$ cat src/rtl/check_password_pkg.sv
// Shared types and default constants for the password-entry gate.
package check_password_pkg;

  localparam int unsigned PSWD_LEN_DEF = 4;
  localparam int unsigned DIGIT_W_DEF  = 4;

  // First-entered digit sits in the most significant nibble (index 0 = 4).
  localparam logic [PSWD_LEN_DEF*DIGIT_W_DEF-1:0] PSWD_ROM_DEF = {4'd4, 4'd6, 4'd9, 4'd6};

  typedef enum logic [1:0] {
    IDLE  = 2'd0,
    ENTRY = 2'd1,
    CHECK = 2'd2,
    AUTH  = 2'd3
  } state_t;

endpackage

$ cat src/rtl/password_rom.sv
// Combinational lookup of one stored password digit by entry index.
module password_rom
  import check_password_pkg::*;
#(
  parameter int unsigned PSWD_LEN = PSWD_LEN_DEF,
  parameter int unsigned DIGIT_W  = DIGIT_W_DEF,
  parameter int unsigned IDX_W    = 2,
  parameter logic [PSWD_LEN*DIGIT_W-1:0] PSWD_ROM = PSWD_ROM_DEF
) (
  input  logic [IDX_W-1:0]   idx,
  output logic [DIGIT_W-1:0] digit_c
);

  // Select the digit for idx; index 0 is the most significant slice.
  always_comb begin
    digit_c = '0;
    for (int unsigned i = 0; i < PSWD_LEN; i++) begin
      if (idx == IDX_W'(i)) begin
        digit_c = PSWD_ROM[(PSWD_LEN-1-i)*DIGIT_W +: DIGIT_W];
      end
    end
  end

endmodule

$ cat src/rtl/check_password.sv
// Password-entry gate: collects PSWD_LEN confirmed digits, compares them
// against the stored password and holds the authenticated state until logout.
module check_password
  import check_password_pkg::*;
#(
  parameter int unsigned PSWD_LEN = PSWD_LEN_DEF,
  parameter int unsigned DIGIT_W  = DIGIT_W_DEF,
  parameter logic [PSWD_LEN*DIGIT_W-1:0] PSWD_ROM = PSWD_ROM_DEF
) (
  input  logic               clk,
  input  logic               rst,
  input  logic               Load_Button_PSWD_Game_Control,
  input  logic               Logout_Pulse,
  input  logic [DIGIT_W-1:0] Data_in,
  output logic               Authenticated,
  output logic               Login_Green,
  output logic               Logout_RED
);

  localparam int unsigned IDX_W = (PSWD_LEN > 1) ? $clog2(PSWD_LEN) : 1;
  localparam logic [IDX_W-1:0] LAST_IDX = IDX_W'(PSWD_LEN - 1);

  state_t             state;
  logic [IDX_W-1:0]   idx;
  logic               mismatch;
  logic               btn_q;
  logic [DIGIT_W-1:0] rom_digit_c;
  logic               press_c;
  logic               digit_ne_c;

  password_rom #(
    .PSWD_LEN (PSWD_LEN),
    .DIGIT_W  (DIGIT_W),
    .IDX_W    (IDX_W),
    .PSWD_ROM (PSWD_ROM)
  ) u_rom (
    .idx     (idx),
    .digit_c (rom_digit_c)
  );

  // Rising edge of the confirm button; a held button yields one press.
  assign press_c    = Load_Button_PSWD_Game_Control & ~btn_q;
  assign digit_ne_c = (Data_in != rom_digit_c);

  // LEDs decode straight from the registered authenticated flag.
  assign Login_Green = Authenticated;
  assign Logout_RED  = ~Authenticated;

  // Entry FSM, button history and registered authenticated flag.
  always_ff @(posedge clk or negedge rst) begin
    if (!rst) begin
      state         <= IDLE;
      idx           <= '0;
      mismatch      <= 1'b0;
      btn_q         <= 1'b0;
      Authenticated <= 1'b0;
    end else begin
      btn_q         <= Load_Button_PSWD_Game_Control;
      Authenticated <= (state == AUTH);
      if (Logout_Pulse) begin
        state    <= IDLE;
        idx      <= '0;
        mismatch <= 1'b0;
      end else begin
        case (state)
          IDLE: begin
            if (press_c) begin
              mismatch <= digit_ne_c;
              if (idx == LAST_IDX) begin
                idx   <= '0;
                state <= CHECK;
              end else begin
                idx   <= idx + IDX_W'(1);
                state <= ENTRY;
              end
            end
          end
          ENTRY: begin
            if (press_c) begin
              mismatch <= mismatch | digit_ne_c;
              if (idx == LAST_IDX) begin
                idx   <= '0;
                state <= CHECK;
              end else begin
                idx <= idx + IDX_W'(1);
              end
            end
          end
          CHECK: begin
            idx      <= '0;
            mismatch <= 1'b0;
            state    <= mismatch ? IDLE : AUTH;
          end
          AUTH: begin
            idx      <= '0;
            mismatch <= 1'b0;
          end
          default: begin
            state    <= IDLE;
            idx      <= '0;
            mismatch <= 1'b0;
          end
        endcase
      end
    end
  end

endmodule

$ cat config.mk
export PLATFORM = sky130hd
export DESIGN_NAME = check_password
export DESIGN_NICKNAME = d
export VERILOG_FILES = /design/src/rtl/check_password_pkg.sv /design/src/rtl/password_rom.sv /design/src/rtl/check_password.sv
export SDC_FILE = /design/constraint.sdc
export NUM_CORES = 1
export LEC_CHECK = 0
export BUFFER_PORTS_ARGS = -buffer_cell sky130_fd_sc_hd__buf_4
export CORE_AREA = 2 2 39 41
export CTS_CLUSTER_SIZE = 25
export DETAILED_ROUTE_END_ITERATION = 16
export DIE_AREA = 0 0 41 43
export SLEW_MARGIN = 20
export SYNTH_ARGS = -nofsm -noshare
export SYNTH_HDL_FRONTEND = slang
export SYNTH_SLANG_ARGS = --single-unit
export TNS_END_PERCENT = 100
$ cat constraint.sdc
create_clock -name clk -period 1.7 [get_ports clk]
set_input_delay 0.17 -clock clk [delete_from_list [all_inputs] [get_ports clk]]
set_output_delay 0.17 -clock clk [all_outputs]
set_load 0.02 [all_outputs]
==> flow_summary.toml <==
[finish]
nets = 78
area_growth_pct = 24.69
final_common_cell = "buf_4"
final_util = 0.4521
drive_above_1_share = 0.3065
nFillCells = 145
layout_common_cells = "buf_4 (10), dfrtp_1 (7), ha_1 (7), inv_1 (6)"
antenna_cells = 0

[global_route]
grt_antenna_before_repair = 0
grt_max_degree = 8
overflow = 0
grt_pass1_wl_mm = 1.442
grtUsageTotal = 0.1306
grt_pass1_vias = 361

[worst_hold_path]
min_path_cells = 1
worstHoldPathType = "primary input to register"
hold_end = "btn_q$_DFF_PN0_"
min_from = "Load_Button_PSWD_Game_Control"

[drt]
firstDrtPassIters = 4
via_per_inst = 4.885
ant_nets = 0
drt_iter0_markers = 21
routed_wl_um = 880
drc = 0
wire_per_inst_um = 11.28
vias = 381

[synthesis]
syn_inst = 48
syn_avg_cell_area_um2 = 10.45
ys_types = 26
syn-num-nets = 63
yosys_warnings = 0
synth_ff_type = "dfrtp_1"
synth_edf_count = 0
seq_area_frac_synth = 0.3491
syn_area_um2 = 501.7
synth-seq-cells = 7
ys_async_sr_fraction = 1.000

[timing]
max_slew_margin = 0.8455
finalSetupTns_ns = 0
rsz0062_at_grt = "no"
timing.final.crit_share = 0.9054
fin_crit_ns = 1.539
fmax_mhz = 649.7
final.setup_skew_ns = 0.002655
hold_viol = 0
setup_viol = 0
drv_slew = 0
tightest_slew_ns = 0.2304
finalWorstSetupSlack_ns = 0.1609

[die]
dieWidth_um = 41
fp-row-count = 14
fp.dieH_um = 43
io_pins = 11
initial_core_util = 0.3626
die-area_um2 = 1763
core_um2 = 1384

[placed_design]
place_worst_setup_slack_ns = 0.1509
io_buffers = 10
place.gp.congestion = 0.7454
dp_hpwl_um = 718.8

[run]
cap_violations = 0

[worst_setup_path]
worstPathArrival_ns = 1.67
end_kind = "register"
start_kind = "register"
rrSetupSlack_ns = 0.16
critPathRequiredTime_ns = 1.83
r2r-end = "mismatch$_DFFE_PN0P_"
cp_slowest_stage_delay_ns = 0.41
critPathMaxFanout = 5
ff2ff_path_depth = 5
setup.worst_path.start = "idx[0]$_DFFE_PN0P_"
cp_cell_sequence = "inv_1, ha_1, or3_1, a211oi_1, a21oi_1"
r2r_start = "idx[0]$_DFFE_PN0P_"
crit_slowest_cell = "dfrtp_1"
critical_path_class = "register to register"

[cts]
insertion_delay_ns = 0.25
root_buffer = "clkbuf_4"
path_clk_slew_ns = 0.05
cts_max_path_buffers = 2
cts.sinks = 7
ctsResizeCount = 0
cts-htree-levels = 1
cts-buffers-inserted = 3
cts_hold_buf = 1
postCtsSetupRepairBufs = 0
cts_tree = "done"

[pwr]
p_leak_nw = 0.3089
powerDensity_nw_per_um2 = 1003
irDropWorstVdd_mv = 0.5004

[outcome]
status = "finished, final reports clean"
==> synthesized netlist by cell type, types with 2 or more instances <==
master   n  area, um^2
dfrtp_1  7       175.2
ha_1     7       87.58
inv_1    6       22.52
mux2i_1  2       20.02
nand2_1  2       7.510
nor2_1   3       11.26
or3_1    2       12.51
==> state kept, by name, summed over array words and instances, names as in the netlist <==
| register | count |
|---|---|
| Authenticated | 1 |
| btn_q | 1 |
| idx | 2 |
| mismatch | 1 |
| state | 2 |
==> routing by layer <==
layer  track usage  part of all wire  vias up
met5             0                 0        -
met4       0.08000             0.011        0
met3       0.06283             0.053        2
met2        0.2000              0.50        9
met1        0.1353              0.43      176
li1              -                 -      194
==> metrics by stage <==
stage / hold slack [ns] / instances / total power [W] / cell area [um^2]
floorplan: -0.1256 / 48 / 0.0004227 / 501.7
global placement: -0.01337 / 73 / 0.0004793 / 589.3
detailed placement: -0.01353 / 73 / 0.0004829 / 589.3
CTS: 0.03056 / 78 / 0.0006402 / 625.6
global route: 0.02408 / 78 / 0.0006832 / 625.6
finish: 0.03824 / 78 / 0.0006274 / 625.6
==> critical path: cells and delay by family, from the launching register on <==
family,cells,cell delay (ns)
AO/OA/AOI/OAI,2,0.37
adder cells (fa/ha/maj),1,0.21
buffers and inverters,1,0.08
flip-flops,1,0.41
AND/OR/NAND/NOR,1,0.36
==> kinds of logic after synthesis <==
group                    count (synthesis)  share of synthesized area
AND/OR/NAND/NOR                         13                     0.1496
buffers and inverters                    7                    0.05985
multiplexers                             5                     0.1147
adder cells (fa/ha/maj)                  7                     0.1746
AO/OA/AOI/OAI                            7                     0.1172
flip-flops                               7                     0.3491
XOR/XNOR                                 2                    0.03492
==> layout make-up <==
class / instances / area, um^2 / area share
Clock buffer: 4 / 26.28 / 0.04200
Sequential cell: 7 / 175.2 / 0.2800
Tap cell: 16 / 20.02 / 0.03200
Multi-Input combinational cell: 34 / 296.5 / 0.4740
Timing Repair Buffer: 11 / 85.08 / 0.1360
Inverter: 6 / 22.52 / 0.03600
==> power breakdown <==
| group | internal (W) | switching [W] |
|---|---|---|
| registers | 0.000199 | 0.0000365 |
| clock network | 0.0000894 | 0.0000590 |
| logic | 0.000128 | 0.000115 |
| total | 0.000417 | 0.000211 |
==> worst max path at each step <==
stage / to / slack, ns
6_report: mismatch$_DFFE_PN0P_ / 0.16
5_1_grt: mismatch$_DFFE_PN0P_ / 0.03
4_1_cts: mismatch$_DFFE_PN0P_ / 0.14
3_5_place_dp: mismatch$_DFFE_PN0P_ / 0.15
3_3_place_gp: state[0]$_DFFE_PN0P_ / 0.18
2_1_floorplan: mismatch$_DFFE_PN0P_ / 0.27
No activity file was read; power rests on OpenSTA's default activity.
